===== config.mk =====
export PLATFORM = sky130hd
export DESIGN_NAME = bgr_trim_sar_flat
export DESIGN_NICKNAME = d
export VERILOG_FILES = /design/src/rtl/bgr_trim_sar_if.sv /design/src/rtl/bgr_trim_sar.sv /design/src/flat_wrapper.sv
export SDC_FILE = /design/constraint.sdc
export NUM_CORES = 1
export LEC_CHECK = 0
export ABC_CLOCK_PERIOD_IN_PS = 2100
export BUFFER_PORTS_ARGS = -buffer_cell sky130_fd_sc_hd__buf_4
export CAP_MARGIN = 25
export CELL_PAD_IN_SITES_DETAIL_PLACEMENT = 1
export CELL_PAD_IN_SITES_GLOBAL_PLACEMENT = 2
export CORE_MARGIN = 8
export CORE_UTILIZATION = 33
export DETAILED_ROUTE_END_ITERATION = 16
export MAX_ROUTING_LAYER = met4
export PLACE_DENSITY_LB_ADDON = 0.1
export SYNTH_ARGS = -nofsm -noshare
export SYNTH_HDL_FRONTEND = slang
export SYNTH_SLANG_ARGS = --single-unit
export TNS_END_PERCENT = 30

===== constraint.sdc =====
create_clock -name clk -period 2.1 [get_ports clk]
set_clock_uncertainty 0.1 [all_clocks]
set_input_delay 0.21 -clock clk [delete_from_list [all_inputs] [get_ports clk]]
set_output_delay 0.21 -clock clk [all_outputs]
set_load 0.05 [all_outputs]

===== src/rtl/bgr_trim_sar_if.sv =====
// ---------------------------------------------------------------------------
// bgr_trim_sar_if
// Bundle between the digital I/O side and the bandgap trim controller.
//   start       : single-cycle calibration request         (master -> slave)
//   cmp_in      : async comparator, 1 = VREF above target   (master -> slave)
//   manual_en   : manual trim override                      (master -> slave)
//   manual_code : manual trim value                         (master -> slave)
//   trim_out    : registered trim code to the BGR DAC       (slave -> master)
//   busy        : calibration in progress                   (slave -> master)
//   done        : calibration finished, held                (slave -> master)
//   cal_ok      : result not saturated, valid with done     (slave -> master)
// ---------------------------------------------------------------------------
interface bgr_trim_sar_if #(
    parameter int TRIM_W = 6
);
    logic              start;
    logic              cmp_in;
    logic              manual_en;
    logic [TRIM_W-1:0] manual_code;
    logic [TRIM_W-1:0] trim_out;
    logic              busy;
    logic              done;
    logic              cal_ok;

    modport master (
        output start, cmp_in, manual_en, manual_code,
        input  trim_out, busy, done, cal_ok
    );

    modport slave (
        input  start, cmp_in, manual_en, manual_code,
        output trim_out, busy, done, cal_ok
    );
endinterface


===== src/rtl/bgr_trim_sar.sv =====
// ---------------------------------------------------------------------------
// bgr_trim_sar
// Successive-approximation trim controller for the bandgap reference.
// Searches MSB first for the trim code that centres VREF, using a
// synchronised, majority-voted comparator reading per bit. A manual override
// forces the trim code directly and aborts any calibration.
// Ports:
//   clk : system clock
//   rst : synchronous reset, active-high
//   bus : bgr_trim_sar_if.slave (start, cmp_in, manual_en, manual_code in;
//         trim_out, busy, done, cal_ok out, all outputs registered)
// ---------------------------------------------------------------------------
module bgr_trim_sar #(
    parameter int TRIM_W     = 6,
    parameter int SETTLE_CYC = 16
) (
    input  logic         clk,
    input  logic         rst,
    bgr_trim_sar_if.slave bus
);
    localparam int BIT_W = (TRIM_W > 1) ? $clog2(TRIM_W) : 1;
    localparam int CNT_W = (SETTLE_CYC > 1) ? $clog2(SETTLE_CYC) : 1;
    localparam logic [TRIM_W-1:0] MID_CODE = {1'b1, {(TRIM_W-1){1'b0}}};
    localparam logic [TRIM_W-1:0] ALL_ONES = {TRIM_W{1'b1}};

    typedef enum logic [2:0] {
        S_IDLE,
        S_SETTLE,
        S_SAMPLE,
        S_DECIDE,
        S_DONE
    } state_t;

    state_t            state_q;
    logic [TRIM_W-1:0] trim_q;
    logic [BIT_W-1:0]  bit_q;
    logic [CNT_W-1:0]  cnt_q;
    logic [1:0]        smp_cnt_q;
    logic [2:0]        smp_q;
    logic              cmp_s1_q;
    logic              cmp_s2_q;
    logic              busy_q;
    logic              done_q;
    logic              cal_ok_q;

    logic [TRIM_W-1:0] dec_code;
    logic [TRIM_W-1:0] nxt_trial;

    function automatic logic maj3(input logic [2:0] s);
        return (s[0] & s[1]) | (s[0] & s[2]) | (s[1] & s[2]);
    endfunction

    // Two-flop synchroniser for the asynchronous comparator output.
    always_ff @(posedge clk) begin
        if (rst) begin
            cmp_s1_q <= 1'b0;
            cmp_s2_q <= 1'b0;
        end else begin
            cmp_s1_q <= bus.cmp_in;
            cmp_s2_q <= cmp_s1_q;
        end
    end

    // Resolve the bit under test (VREF too high -> drop the bit), then
    // prepare the next lower trial bit.
    always_comb begin
        dec_code = trim_q;
        if (maj3(smp_q)) begin
            dec_code[bit_q] = 1'b0;
        end
        nxt_trial = dec_code;
        if (bit_q != '0) begin
            nxt_trial[bit_q - BIT_W'(1)] = 1'b1;
        end
    end

    always_ff @(posedge clk) begin
        if (rst) begin
            state_q   <= S_IDLE;
            trim_q    <= MID_CODE;
            bit_q     <= '0;
            cnt_q     <= '0;
            smp_cnt_q <= '0;
            smp_q     <= '0;
            busy_q    <= 1'b0;
            done_q    <= 1'b0;
            cal_ok_q  <= 1'b0;
        end else if (bus.manual_en) begin
            // Override beats everything, including a same-cycle start.
            state_q  <= S_IDLE;
            trim_q   <= bus.manual_code;
            busy_q   <= 1'b0;
            done_q   <= 1'b0;
            cal_ok_q <= 1'b0;
        end else begin
            case (state_q)
                S_IDLE, S_DONE: begin
                    if (bus.start) begin
                        state_q  <= S_SETTLE;
                        trim_q   <= MID_CODE;
                        bit_q    <= BIT_W'(TRIM_W - 1);
                        cnt_q    <= '0;
                        busy_q   <= 1'b1;
                        done_q   <= 1'b0;
                        cal_ok_q <= 1'b0;
                    end
                end
                S_SETTLE: begin
                    if (cnt_q == CNT_W'(SETTLE_CYC - 1)) begin
                        state_q   <= S_SAMPLE;
                        cnt_q     <= '0;
                        smp_cnt_q <= '0;
                    end else begin
                        cnt_q <= cnt_q + CNT_W'(1);
                    end
                end
                S_SAMPLE: begin
                    smp_q     <= {smp_q[1:0], cmp_s2_q};
                    smp_cnt_q <= smp_cnt_q + 2'd1;
                    if (smp_cnt_q == 2'd2) begin
                        state_q <= S_DECIDE;
                    end
                end
                S_DECIDE: begin
                    if (bit_q != '0) begin
                        trim_q  <= nxt_trial;
                        bit_q   <= bit_q - BIT_W'(1);
                        cnt_q   <= '0;
                        state_q <= S_SETTLE;
                    end else begin
                        trim_q   <= dec_code;
                        busy_q   <= 1'b0;
                        done_q   <= 1'b1;
                        cal_ok_q <= (dec_code != '0) && (dec_code != ALL_ONES);
                        state_q  <= S_DONE;
                    end
                end
                default: state_q <= S_IDLE;
            endcase
        end
    end

    assign bus.trim_out = trim_q;
    assign bus.busy     = busy_q;
    assign bus.done     = done_q;
    assign bus.cal_ok   = cal_ok_q;
endmodule


===== src/flat_wrapper.sv =====
// flat-port wrapper written by rule: the top's interface ports become plain ports
module bgr_trim_sar_flat 
#(
    parameter int TRIM_W     = 6,
    parameter int SETTLE_CYC = 16
)
  (clk, rst, bus_start, bus_cmp_in, bus_manual_en, bus_manual_code, bus_trim_out, bus_busy, bus_done, bus_cal_ok);
  bgr_trim_sar_if #(.TRIM_W(TRIM_W)) bus_i ();
  input  logic clk;
  input  logic rst;
  input wire logic [$bits(bus_i.start)-1:0] bus_start;
  input wire logic [$bits(bus_i.cmp_in)-1:0] bus_cmp_in;
  input wire logic [$bits(bus_i.manual_en)-1:0] bus_manual_en;
  input wire logic [$bits(bus_i.manual_code)-1:0] bus_manual_code;
  output wire logic [$bits(bus_i.trim_out)-1:0] bus_trim_out;
  output wire logic [$bits(bus_i.busy)-1:0] bus_busy;
  output wire logic [$bits(bus_i.done)-1:0] bus_done;
  output wire logic [$bits(bus_i.cal_ok)-1:0] bus_cal_ok;
  assign bus_i.start = bus_start;
  assign bus_i.cmp_in = bus_cmp_in;
  assign bus_i.manual_en = bus_manual_en;
  assign bus_i.manual_code = bus_manual_code;
  assign bus_trim_out = bus_i.trim_out;
  assign bus_busy = bus_i.busy;
  assign bus_done = bus_i.done;
  assign bus_cal_ok = bus_i.cal_ok;
  bgr_trim_sar #(.TRIM_W(TRIM_W), .SETTLE_CYC(SETTLE_CYC)) u_core (.clk(clk), .rst(rst), .bus(bus_i));
endmodule

==> out/metrics.csv <==
stage;metric;value;unit
run_status;status;finished, final reports clean;
logic_synthesis;yosysSeqAreaShare;36.1;%
logic_synthesis;synth_edf_count;0;
logic_synthesis;synth_area;0.00144;sq mm
power_and_ir_drop;power_frac_clock;38.8;%
critical_path;cp_max_fo;11;
cts;clock_sinks;26;
routing;drc;0;
critical_path;cp_slowest_cell;dfxtp_1;
power_and_ir_drop;p_sw;304;uW
final_layout;fillers;513;
critical_path;crit_chain;and3b_1 -> a21oi_1 -> nor3_1 -> nor2_1 -> a311oi_1;
die;dieArea;0.00674;sq mm
routing;routed-via-count;1372;
grt;grt_first_pass_wirelength;7020;um
logic_synthesis;netlist_instances;176;
placed_design;dp_hpwl;3080;um
timing;setup_viol;0;
power_and_ir_drop;p_int;827;uW
final_layout;fin_area;0.00169;sq mm
power_and_ir_drop;fin_total_pwr;1130;uW
cts;htreeDepth;1;
logic_synthesis;yosysUniqueCellTypes;46;
critical_path;crit_path_start_kind;flip-flop;
die;coreArea;0.00429;sq mm
cts;numCtsBuffers;3;
timing;rsz0062_at_grt;false;
timing;worst_pin_slew;514;ps
placed_design;dp_slack;196;ps
cts;cts_setup_buffers;0;
power_and_ir_drop;p_per_area;668;mW/mm^2
placed_design;postPlaceCellArea;0.00162;sq mm
timing;finalHoldViolCount;0;
routing;antenna_left;0;
logic_synthesis;synth_common_cells;dfxtp_1 (26), nor2_1 (20), a21oi_1 (18), a31oi_1 (9);
timing;whs;42.7;ps
timing;maxSlewViolCount;0;
die;die_w;82.1;um
hold_path;hold_path_depth;2;
routing;drt_iter0_drc;74;
cts;cts.clk_slew.worst_paths;100;ps
routing;drt_wl_total;4200;um
power_and_ir_drop;pwr-share-seq;46.4;%
routing;post_drt_via_cell_ratio;5.67;
logic_synthesis;yosysWarnings;0;
die;initial_core_util;33.6;%
grt;overflow;0;
timing;max_freq;0.527;GHz
critical_path;critPathKind;flip-flop to flip-flop;
timing;fin_crit_sh;90.4;%
timing;slew_headroom;65.5;%
final_layout;diodes;0;
timing;tns;0;ps
placed_design;placement.io_buffers;19;
grt;first_global_vias;1441;
final_layout;finalNetCount;206;
critical_path;crit_required;2190;ps
die;rows;24;
logic_synthesis;ys_top_cells_by_area;dfxtp_1 (36%), a21oi_1 (6.2%), nor2_1 (5.2%);
grt;grt_max_degree;22;
timing;fin_ws;201;ps
hold_path;hold_path.class;input port to flip-flop;
power_and_ir_drop;leakage;0.000665;uW
logic_synthesis;post-synth-top-count-cell;dfxtp_1;
power_and_ir_drop;switching_share;26.9;%
logic_synthesis;synth_flop_cell;dfxtp_1;
critical_path;end_kind;flip-flop;
cts;root_buffer;clkbuf_8;
die;die_h;82.1;um
power_and_ir_drop;comb_power_share;14.8;%
final_layout;layout-drive-gt1-share;18.4;%
power_and_ir_drop;ir_drop;0.000373;V
die;pin_count;20;
grt;track_usage;13.7;%
timing;min_period;1900;ps
logic_synthesis;syn_area_per_cell;8.20;sq um
cts;clockBufferDepth;2;
logic_synthesis;yosys.area.top_type_share;36.1;%
logic_synthesis;syn_nets;191;
job;drv_cap;0;
logic_synthesis;synth_top_area_cell;dfxtp_1;
logic_synthesis;synth-seq-cells;26;
cts;clock_latency;280;ps
critical_path;cpPeakStageDelay;580;ps
critical_path;crit_arrival;1990;ps
placed_design;gp_congestion;0.867;
routing;dr.pass1.iters;4;
logic_synthesis;synthArstFlopShare;0;%
cts;cts_tree;done;
final_layout;area_delta_synth_final;17.3;%
grt;antenna_found_initial;0;
routing;post_drt_wl_per_cell;17.3;um
critical_path;reg2regPathDepth;5;
-- metrics by stage --
stage / instances / util, %
2_1_floorplan: 176 / -
3_3_place_gp: 238 / 37.7
3_5_place_dp: 238 / 37.7
4_1_cts: 242 / 39.4
5_1_grt: 242 / 39.4
6_report: 242 / 39.4
-- final cells by class --
type                       count  area, sq um  area share (%)
inverter                       6         22.5            1.33
tap                           52         65.1            3.84
clock buffer                   3         41.3            2.44
multi-input combinational    132          847            50.0
timing repair buffer          22          165            9.76
sequential                    26          522            30.8
clock inverter                 1         30.0            1.77
-- power by group through the flow --
stage	clock network [uW]	registers [uW]	logic, uW
after global routing	470	529	182
after global placement	0	536	165
after floorplan	0	554	93.7
after CTS	446	526	169
final	439	525	167
after detailed placement	0	537	169
-- logic make-up (layout without fill, tap and decap cells) --
family,Yosys count,in the layout,synth area share [%]
AND/OR/NAND/NOR,65,65,25.0
AO/OA/AOI/OAI,56,56,25.2
flip-flops,26,26,36.1
buffers and inverters,18,32,5.20
multiplexers,6,6,4.25
adder cells (fa/ha/maj),5,5,4.25
-- metal layers --
layer  track usage [%]  wire length, um
met1              15.4             1900
met2              24.1             2090
met3              2.38              155
met4              4.56               58
met5                 -                0
-- critical path, delay by kind of cell (launching register included) --
kind	cells	cell delay, ps
compound gates	2	470
flops	1	580
simple gates	3	650
-- what timing repair did --
action                                  CTS  global route
endpoints found under the setup margin    0             1
hold buffers                              0             0
resized for setup                         0             1
-- worst paths after layout --
path,slack (ps),start,end
setup reg to reg,200,u_core.state_q[0],u_core.bit_q[2]
hold reg to reg,350,u_core.cmp_s1_q,u_core.cmp_s2_q
hold / removal,40,bus_cmp_in,u_core.cmp_s1_q
setup / recovery,200,u_core.state_q[0],u_core.bit_q[2]
-- cells in the final DEF (no fill, tap or decap), types with 2 or more instances in the layout --
master	n
a21oi_1	18
nor2b_1	8
o21ai_0	7
buf_4	22
mux2i_1	5
o22ai_1	2
or3_1	4
inv_1	5
clkbuf_8	3
a311oi_1	2
a31oi_1	9
ha_1	4
dfxtp_1	25
a32oi_1	3
nand2_1	6
nand3_1	4
or2_2	2
nand3b_1	2
a211oi_1	3
nand2b_1	5
nor2_1	20
nor3_1	6
-- flip-flops by register name, indices dropped and copies added (netlist names) --
signal,flops
u_core.bit_q,3
u_core.state_q,3
u_core.bus.busy,1
u_core.cmp_s1_q,1
u_core.smp_q,3
u_core.bus.trim_out,6
u_core.bus.cal_ok,1
u_core.smp_cnt_q,2
u_core.bus.done,1
u_core.cmp_s2_q,1
u_core.cnt_q,4
(Power assumes the default switching activity.)
